--- src/rtl/aw_block_gate_pkg.sv ---
// aw_block_gate_pkg
//   Shared widths, AW transaction type codes and the gate FSM state type
//   for the write-address admission stage.
package aw_block_gate_pkg;

    localparam int PID_WIDTH     = 4;
    localparam int PAWUSER_WIDTH = 2;

    // Transaction type codes carried on awuser. Codes not listed here
    // are handled exactly like REGULAR.
    localparam logic [PAWUSER_WIDTH-1:0] REGULAR = 2'b00;
    localparam logic [PAWUSER_WIDTH-1:0] BLOCK   = 2'b01;
    localparam logic [PAWUSER_WIDTH-1:0] DIVERT  = 2'b10;

    typedef enum logic [2:0] {
        PASS,
        DRAIN,
        ISSUE,
        WAIT_FIN,
        ACK
    } gate_state_t;

    function automatic logic is_block(input logic [PAWUSER_WIDTH-1:0] user);
        return user == BLOCK;
    endfunction

endpackage

--- src/rtl/aw_block_gate_counter.sv ---
// aw_out_counter
//   Up/down counter of issued writes still waiting for a B response.
//   Saturates at MAX_OUT and at zero; a decrement at zero sets a sticky
//   underflow flag that only reset clears.
// Ports:
//   clk, rst_n     clock, asynchronous active-low reset
//   inc            one write issued this cycle
//   dec            one B handshake this cycle
//   count          current outstanding count
//   err_underflow  sticky: dec seen while count was zero (and no inc)
module aw_out_counter #(
    parameter int MAX_OUT = 8,
    parameter int CNT_W   = $clog2(MAX_OUT + 1)
) (
    input  logic             clk,
    input  logic             rst_n,
    input  logic             inc,
    input  logic             dec,
    output logic [CNT_W-1:0] count,
    output logic             err_underflow
);

    always_ff @(posedge clk or negedge rst_n) begin
        if (!rst_n) begin
            count         <= '0;
            err_underflow <= 1'b0;
        end else if (inc && !dec) begin
            if (count != CNT_W'(MAX_OUT)) begin
                count <= count + CNT_W'(1);
            end
        end else if (dec && !inc) begin
            if (count == '0) begin
                err_underflow <= 1'b1;
            end else begin
                count <= count - CNT_W'(1);
            end
        end
    end

endmodule

--- src/rtl/aw_block_gate.sv ---
// aw_block_gate
//   Write-address admission stage in front of the write-transaction
//   tracker. Holds one AW request, withholds issue while the tracker is
//   full or MAX_OUT writes are outstanding, and serialises BLOCK writes:
//   a BLOCK waits for all earlier writes to complete, issues alone, and
//   nothing further issues until the tracker raises block_fin (answered
//   with a one-cycle block_ack).
// Ports:
//   clk, rst_n                    clock, asynchronous active-low reset
//   s_awvalid/s_awready           master AW handshake
//   s_awid, s_awuser              master AW id and transaction type
//   m_awvalid/m_awready           AW handshake toward interconnect/tracker
//   m_awid, m_awuser              issued id and type (from holding register)
//   bvalid, bready                monitored B channel handshake
//   full                          tracker has no free slot
//   block_fin                     tracker level flag: BLOCK write completed
//   block_ack                     one-cycle acknowledge of block_fin
//   outstanding                   issued writes with no B response yet
//   err_underflow                 sticky: B handshake while outstanding==0
//
// Handshakes: a transfer happens on a cycle where valid and ready are both
// high at the rising clock edge. Once m_awvalid is raised it stays high,
// with id/user stable, until that transfer. s_awready may depend
// combinationally on m_awready.
module aw_block_gate
    import aw_block_gate_pkg::*;
#(
    parameter int MAX_OUT = 8,
    parameter int CNT_W   = $clog2(MAX_OUT + 1)
) (
    input  logic                     clk,
    input  logic                     rst_n,
    input  logic                     s_awvalid,
    output logic                     s_awready,
    input  logic [PID_WIDTH-1:0]     s_awid,
    input  logic [PAWUSER_WIDTH-1:0] s_awuser,
    output logic                     m_awvalid,
    input  logic                     m_awready,
    output logic [PID_WIDTH-1:0]     m_awid,
    output logic [PAWUSER_WIDTH-1:0] m_awuser,
    input  logic                     bvalid,
    input  logic                     bready,
    input  logic                     full,
    input  logic                     block_fin,
    output logic                     block_ack,
    output logic [CNT_W-1:0]         outstanding,
    output logic                     err_underflow
);

    logic                     hold_v;
    logic [PID_WIDTH-1:0]     hold_id;
    logic [PAWUSER_WIDTH-1:0] hold_user;
    logic                     valid_held;
    gate_state_t              state;
    gate_state_t              state_nxt;
    logic                     s_fire;
    logic                     m_fire;
    logic                     b_fire;
    logic                     can_issue;
    logic                     offer;

    assign s_fire    = s_awvalid & s_awready;
    assign m_fire    = m_awvalid & m_awready;
    assign b_fire    = bvalid & bready;
    assign can_issue = ~full & (outstanding < CNT_W'(MAX_OUT));

    // The gating terms only decide when a held request is first offered;
    // once offered (valid_held) it stays offered until accepted.
    assign offer = hold_v & (valid_held | can_issue);

    // rst_n is folded in so every output reads 0 while reset is asserted.
    assign s_awready = rst_n & (~hold_v | m_fire);
    assign m_awid    = hold_id;
    assign m_awuser  = hold_user;

    always_ff @(posedge clk or negedge rst_n) begin
        if (!rst_n) begin
            state <= PASS;
        end else begin
            state <= state_nxt;
        end
    end

    always_comb begin
        state_nxt = state;
        m_awvalid = 1'b0;
        block_ack = 1'b0;
        case (state)
            PASS: begin
                if (hold_v && is_block(hold_user)) begin
                    state_nxt = DRAIN;
                end else begin
                    m_awvalid = offer;
                end
            end
            DRAIN: begin
                // A B handshake taking the count from 1 to 0 this cycle
                // counts as drained.
                if (outstanding == '0 || (outstanding == CNT_W'(1) && b_fire)) begin
                    state_nxt = ISSUE;
                end
            end
            ISSUE: begin
                m_awvalid = offer;
                if (offer && m_awready) begin
                    state_nxt = WAIT_FIN;
                end
            end
            WAIT_FIN: begin
                if (block_fin) begin
                    state_nxt = ACK;
                end
            end
            ACK: begin
                block_ack = 1'b1;
                state_nxt = PASS;
            end
            default: begin
                state_nxt = PASS;
            end
        endcase
    end

    // Single-entry holding register; a same-cycle accept and issue reloads.
    always_ff @(posedge clk or negedge rst_n) begin
        if (!rst_n) begin
            hold_v     <= 1'b0;
            hold_id    <= '0;
            hold_user  <= '0;
            valid_held <= 1'b0;
        end else begin
            valid_held <= m_awvalid & ~m_awready;
            if (s_fire) begin
                hold_v    <= 1'b1;
                hold_id   <= s_awid;
                hold_user <= s_awuser;
            end else if (m_fire) begin
                hold_v <= 1'b0;
            end
        end
    end

    aw_out_counter #(
        .MAX_OUT (MAX_OUT),
        .CNT_W   (CNT_W)
    ) u_out_counter (
        .clk           (clk),
        .rst_n         (rst_n),
        .inc           (m_fire),
        .dec           (b_fire),
        .count         (outstanding),
        .err_underflow (err_underflow)
    );

endmodule

--- config.mk ---
export PLATFORM = sky130hd
export DESIGN_NAME = aw_block_gate
export DESIGN_NICKNAME = d
export VERILOG_FILES = /design/src/rtl/aw_block_gate_pkg.sv /design/src/rtl/aw_block_gate_counter.sv /design/src/rtl/aw_block_gate.sv
export SDC_FILE = /design/constraint.sdc
export NUM_CORES = 1
export LEC_CHECK = 0
export CAP_MARGIN = 40
export CORE_MARGIN = 2
export CORE_UTILIZATION = 51
export DETAILED_ROUTE_END_ITERATION = 10
export PLACE_DENSITY_LB_ADDON = 0.15
export SLEW_MARGIN = 10
export SYNTH_ARGS = -nofsm -noshare
export SYNTH_HDL_FRONTEND = slang
export SYNTH_HIERARCHICAL = 1
export SYNTH_SLANG_ARGS = --single-unit
--- constraint.sdc ---
create_clock -name clk -period 3.6 [get_ports clk]
set_clock_uncertainty 0.2 [all_clocks]
set_input_delay 0.36 -clock clk [delete_from_list [all_inputs] [get_ports clk]]
set_output_delay 0.36 -clock clk [all_outputs]
set_load 0.01 [all_outputs]
==> results of run 1 <==
## layout by cell type (no fill, tap or decap), types with 2 or more instances in the layout
master / n
clkdlybuf4s50_1: 27
dfrtp_1: 16
nand2_1: 13
nand4_1: 8
inv_1: 7
nand3b_1: 7
or4_1: 6
o211ai_1: 6
nor2_1: 4
ha_1: 4
and2_1: 3
clkbuf_4: 3
nand3_1: 2
nor2b_1: 2
xnor2_1: 2
xor2_1: 2
a21oi_1: 2
## cell families (layout without fill, tap and decap cells)
kind of cell	Yosys count	in the layout	share of synthesized area, %
AOI/OAI and AO/OA	20	20	15.7
xor gates and xnor gates	4	4	3.29
adders and majority gates	5	5	6.57
buffers and inverters	13	38	4.93
DFF	16	16	37.6
and+or+nand+nor	53	53	31.9
## through the flow
stage	cells	setup WS, ns	power (uW)
2_1_floorplan	111	1.24	695
3_3_place_gp	160	0.854	901
3_5_place_dp	160	0.660	932
4_1_cts	163	0.928	1030
5_1_grt	163	0.817	1080
6_report	163	0.926	1020
## final timing paths
path | end | slack, ns | cells past startpoint
setup / recovery | s_awready | 0.93 | 4
hold / removal | u_out_counter/err_underflow | 0.28 | 1
min in group asynchronous | u_out_counter/count[3] | 0.31 | 2
max in group asynchronous | u_out_counter/err_underflow | 2.66 | 2
setup reg to reg | u_out_counter/count[3] | 0.98 | 10
hold reg to reg | u_out_counter/err_underflow | 0.28 | 1
## worst max-delay path: cells and delay by family
kind                   cells  cell delay [ns]
and+or+nand+nor            1             0.19
AOI/OAI and AO/OA          1             0.29
buffers and inverters      2             1.28
## flip-flops by register name, indices dropped and copies added, names as in the netlist
| name | cells |
|---|---|
| u_out_counter/err_underflow | 1 |
| m_awuser | 2 |
| hold_v | 1 |
| state | 3 |
| m_awid | 4 |
| u_out_counter/count | 4 |
| valid_held | 1 |
## power by group through the flow
stage	Clock [uW]	Combinational [uW]	Sequential, uW
2_1_floorplan	0	335	360
3_3_place_gp	0	539	361
3_5_place_dp	0	563	369
4_1_cts	97.4	566	366
5_1_grt	102	603	379
6_report	96.2	562	364
## routing by layer
metal  routed length, um  up-vias  track usage [%]  part of all wire, %
met4                  35        0             12.0                  1.3
met5                   0        -                0                    0
met3                  84        4             2.12                  3.2
li1                    -      462                -                    -
met2                1420       28             41.1                   55
met1                1070      488             24.8                   41
## cell type report
| type | instances | area [um2] |
|---|---|---|
| Clock buffer | 3 | 22.5 |
| Fill cell | 169 | 588 |
| Inverter | 7 | 26.3 |
| Multi-Input combinational cell | 82 | 613 |
| Sequential cell | 16 | 400 |
| Tap cell | 27 | 33.8 |
| Timing Repair Buffer | 28 | 278 |
==> flow_metrics.env, run 1 <==
export IMPL_p_seq_share_pct=35.6
export IMPL_outcome="complete, no violations"
export IMPL_post_route_cell_area_mm2=0.00137
export IMPL_cts_sink_count=16
export IMPL_drt_pass1_iter_count=4
export IMPL_die_width_um=49.7
export IMPL_clk_root_buffer_cell="clkbuf_4"
export IMPL_unrepaired_setup_endpoints_after_global_routing="false"
export IMPL_number_of_synthesized_flops_with_an_enable_pin=0
export IMPL_synth_seq_area_share_pct=37.6
export IMPL_path_cells="clkdlybuf4s50_1 > nand4_1 > a21boi_0 > clkdlybuf4s50_1"
export IMPL_crit_path_max_fanout=11
export IMPL_worst_path_most_repeated_cell="clkdlybuf4s50_1"
export IMPL_synth_avg_cell_area_um2=9.60
export IMPL_post_cts_buffers=0
export IMPL_static_leakage_power_uw=0.000528
export IMPL_yosysWarningCount=6
export IMPL_gp_congestion=0.812
export IMPL_setup_viol=0
export IMPL_synth_top_area_share_pct=37.6
export IMPL_hold_worst_slack_ns=0.284
export IMPL_ctsLongestPathBuffers=2
export IMPL_core_area_mm2=0.00196
export IMPL_worst_slew_margin_rel_pct=72.3
export IMPL_nNetsFinal=157
export IMPL_synth_top_flop_cell="dfrtp_1"
export IMPL_hpwl_mm=1.99
export IMPL_initial_core_util_pct=54.3
export IMPL_cts_tree="built"
export IMPL_grt_overflow=0
export IMPL_hp_start="u_out_counter/err_underflow"
export IMPL_synth_largest_area_cell="dfrtp_1"
export IMPL_critical_path_reg2reg_startpoint="u_out_counter/count[3]"
export IMPL_num_antenna_cells=0
export IMPL_via_count=982
export IMPL_numCtsBuffers=3
export IMPL_cts_resized=0
export IMPL_final_max_tran_viols=0
export IMPL_maximum_number_of_pins_on_one_net_before_global_route_repair=26
export IMPL_max_freq_mhz=374
export IMPL_design_portCount=28
export IMPL_drt_wirelength_per_cell_um=16.0
export IMPL_timing_critical_path_from_type="input port"
export IMPL_floorplan_die_area_mm2=0.00247
export IMPL_areaGrowthSynthToFinish_pct=28.9
export IMPL_fin_crit_sh_pct=74.3
export IMPL_holdCritPathClass="reg -> reg"
export IMPL_max_stage_delay_ns=0.69
export IMPL_synth_ff_latch_count=16
export IMPL_post_cts_hold_buffers=0
export IMPL_p_comb_share_pct=54.9
export IMPL_max_cap_violations=0
export IMPL_worst_path_max_delay_cell="clkdlybuf4s50_1"
export IMPL_htreeDepth=1
export IMPL_post_route_cells_drive_above_1_share_pct=8.82
export IMPL_viasPerCell=6.02
export IMPL_detailed_place_area_mm2=0.00135
export IMPL_worstMarginPinSlew_ns=0.412
export IMPL_gr_usage_all_layers_pct=22.3
export IMPL_drc_viols=0
export IMPL_sum_of_negative_setup_slack_ns=0
export IMPL_ys_top_cells_by_area="dfrtp_1, nand3b_1, ha_1"
export IMPL_synth_cell_type_count=38
export IMPL_cellInternalPower_uw=601
export IMPL_source_to_sink_clock_delay_at_the_later_pin_of_the_worst_skew_pair_ns=0.28
export IMPL_synthMostInstantiatedCell="dfrtp_1"
export IMPL_final_core_utilization_pct=70.0
export IMPL_switchingPower_uw=422
export IMPL_number_of_antenna_violations_at_the_first_check_in_global_routing=0
export IMPL_synth_cells=111
export IMPL_final_period_minus_worst_setup_slack_ns=2.67
export IMPL_detail_route_iter0_violations=18
export IMPL_num_rows=16
export IMPL_finalWirelength_mm=2.61
export IMPL_grt_pass1_vias=987
export IMPL_crit_type="in -> out"
export IMPL_startpoint_of_the_worst_setup_timing_path="m_awready"
export IMPL_arrival_ns=2.11
export IMPL_vdd_drop_max_mv=0.452
export IMPL_synthesis_area_mm2=0.00107
export IMPL_drtAntennaViolNets=0
export IMPL_clk_pin_slew_ns=0.09
export IMPL_grt_pass1_wl_mm=4.20
export IMPL_die_h_um=49.7
export IMPL_clock_power_share_pct=9.4
export IMPL_port_buffer_count=27
export IMPL_end_kind="output port"
export IMPL_power_density_mw_per_mm2=744
export IMPL_syn_nets=130
export IMPL_sw_frac_of_total_pct=41.2
export IMPL_synth_cells_most_frequent="dfrtp_1, nand2_1, nand4_1"
export IMPL_timing_final_hold_violations=0
export IMPL_required_ns=3.04
export IMPL_synthArstFlopShare_pct=100
No activity file was read; power rests on OpenSTA's default activity.
==> inputs of run 2 (changes only) <==
--- a/config.mk
+++ b/config.mk
@@ -7,7 +7,7 @@
 export LEC_CHECK = 0
 export CAP_MARGIN = 40
 export CORE_MARGIN = 2
-export CORE_UTILIZATION = 51
+export CORE_UTILIZATION = 48
 export DETAILED_ROUTE_END_ITERATION = 10
 export PLACE_DENSITY_LB_ADDON = 0.15
 export SLEW_MARGIN = 10
==> constraint.sdc (replaced) <==
create_clock -name clk -period 2.7 [get_ports clk]
set_clock_uncertainty 0.2 [all_clocks]
set_input_delay 0.27 -clock clk [delete_from_list [all_inputs] [get_ports clk]]
set_output_delay 0.27 -clock clk [all_outputs]
set_load 0.01 [all_outputs]
==> run 2 against run 1 <==
  * Sequential power rose by 26%
  * Hold slack worse by 0.061 ns
  * Die area is 5.7% higher
  * Clock-buffer cell count grew 1
  * Clock power is 70% higher
  * Critical path depth grew 6
  * Cell count increased by 4.3%
  * Non-clock buffer count rose by 5
  * Setup slack worse by 0.74 ns
  * First-iteration DRC count rose by 67%
  * Global-route usage increased by 0.52 points
  * Total power grew 41%
  * Critical path type is now reg -> reg
  * Critical endpoint is now u_out_counter/count[3]
  * Largest cell class unchanged
  * Largest power group unchanged
==> flow_metrics.env, run 2 (synthesized netlist as in run 1, its figures left out) <==
export IMPL_outcome="complete, no violations"
export IMPL_viasPerCell=5.79
export IMPL_num_rows=17
export IMPL_number_of_antenna_violations_at_the_first_check_in_global_routing=0
export IMPL_numCtsBuffers=3
export IMPL_power_density_mw_per_mm2=1010
export IMPL_timing_final_hold_violations=0
export IMPL_grt_overflow=0
export IMPL_grt_pass1_wl_mm=4.37
export IMPL_cts_sink_count=16
export IMPL_maximum_number_of_pins_on_one_net_before_global_route_repair=26
export IMPL_crit_path_max_fanout=6
export IMPL_finalWirelength_mm=2.66
export IMPL_ctsLongestPathBuffers=2
export IMPL_grt_pass1_vias=945
export IMPL_timing_critical_path_from_type="flip-flop"
export IMPL_fin_crit_sh_pct=93.2
export IMPL_die_h_um=51.1
export IMPL_hold_worst_slack_ns=0.223
export IMPL_worstMarginPinSlew_ns=0.398
export IMPL_floorplan_die_area_mm2=0.00261
export IMPL_final_period_minus_worst_setup_slack_ns=2.52
export IMPL_required_ns=2.68
export IMPL_gp_congestion=0.800
export IMPL_clk_root_buffer_cell="clkbuf_4"
export IMPL_vdd_drop_max_mv=0.644
export IMPL_worst_path_max_delay_cell="dfrtp_1"
export IMPL_arrival_ns=2.50
export IMPL_static_leakage_power_uw=0.000559
export IMPL_setup_viol=0
export IMPL_design_portCount=28
export IMPL_post_route_cells_drive_above_1_share_pct=12.7
export IMPL_path_cells="nor2_1 > nand4_1 > nor2_1 > ha_1 > inv_1 > ha_1 > a21oi_1 > and3_1 > o21ai_2 > xnor2_1"
export IMPL_final_max_tran_viols=0
export IMPL_hpwl_mm=1.97
export IMPL_post_cts_buffers=0
export IMPL_drt_wirelength_per_cell_um=15.6
export IMPL_r2r_worst_path_cells=10
export IMPL_htreeDepth=1
export IMPL_final_common_cell="clkdlybuf4s50_1"
export IMPL_areaGrowthSynthToFinish_pct=33.8
export IMPL_fillCellCount=184
export IMPL_via_count=985
export IMPL_drc_viols=0
export IMPL_cts_resized=0
export IMPL_drtAntennaViolNets=0
export IMPL_layout_cells_most_common_list="clkdlybuf4s50_1, dfrtp_1, nand2_1, nand4_1"
export IMPL_crit_type="reg -> reg"
export IMPL_max_stage_delay_ns=0.45
export IMPL_port_buffer_count=27
export IMPL_num_antenna_cells=0
export IMPL_cts_tree="built"
export IMPL_max_cap_violations=0
export IMPL_final_core_utilization_pct=66.4
export IMPL_final_cell_count_no_fill=170
export IMPL_placedCellCount=166
export IMPL_worst_slew_margin_rel_pct=73.3
export IMPL_nNetsFinal=162
export IMPL_end_kind="flip-flop"
export IMPL_design_power_total_uw=1440
export IMPL_drt_pass1_iter_count=4
export IMPL_initial_core_util_pct=49.6
export IMPL_clk_pin_slew_ns=0.10
export IMPL_die_width_um=51.1
export IMPL_max_freq_mhz=397
export IMPL_core_area_mm2=0.00215
export IMPL_source_to_sink_clock_delay_at_the_later_pin_of_the_worst_skew_pair_ns=0.28
export IMPL_post_cts_hold_buffers=0
export IMPL_detail_route_iter0_violations=30
export IMPL_gr_usage_all_layers_pct=22.8
export IMPL_unrepaired_setup_endpoints_after_global_routing="false"
export IMPL_holdCritPathClass="in -> async"
==> run 2: final timing paths <==
kind | end | start | slack (ns)
setup / recovery | u_out_counter/count[3] | state[0] | 0.18
hold / removal | u_out_counter/count[0] | rst_n | 0.22
setup reg to reg | u_out_counter/count[3] | state[0] | 0.18
hold reg to reg | u_out_counter/err_underflow | u_out_counter/err_underflow | 0.29
max in group asynchronous | m_awuser[1] | rst_n | 1.85
min in group clk | u_out_counter/err_underflow | u_out_counter/err_underflow | 0.29
==> run 2: critical path: cells and delay by family, from the launching register on <==
kind | cells | cell delay [ns]
simple gates | 4 | 0.71
fa+ha+maj | 2 | 0.54
flops | 1 | 0.45
compound gates | 2 | 0.28
xor+xnor | 1 | 0.13
buf+inv | 1 | 0.11
==> run 2: cell type report <==
type	count	area (um2)	area share (%)
clock buffer	4	36.3	2.54
inverter	7	26.3	1.84
multi-input combinational	82	613	43.0
sequential	16	400	28.1
tap	28	35.0	2.46
timing repair buffer	33	315	22.1
==> run 2: stage by stage <==
step                instance area, um2  TNS [ns]  setup WS [ns]
floorplan                         1070         0          0.343
global route                      1430         0         0.0521
global placement                  1390         0         0.0911
CTS                               1430         0          0.194
detailed placement                1390   -0.0571        -0.0571
finish                            1430         0          0.182
==> run 2: per-layer routing <==
| metal | wire [um] | GRT usage [%] | vias to the layer above |
|---|---|---|---|
| met5 | 0 | 0 | - |
| met4 | 35 | 8.11 | 0 |
| met3 | 139 | 3.51 | 4 |
| met2 | 1390 | 40.7 | 32 |
| met1 | 1090 | 27.5 | 476 |
| li1 | - | - | 473 |
==> run 2: power breakdown <==
part	internal, uW	switching [uW]	total, uW	leakage (uW)
logic	437	382	819	0.000341
clock network	82.0	81.5	164	0.0000210
registers	343	114	457	0.000197
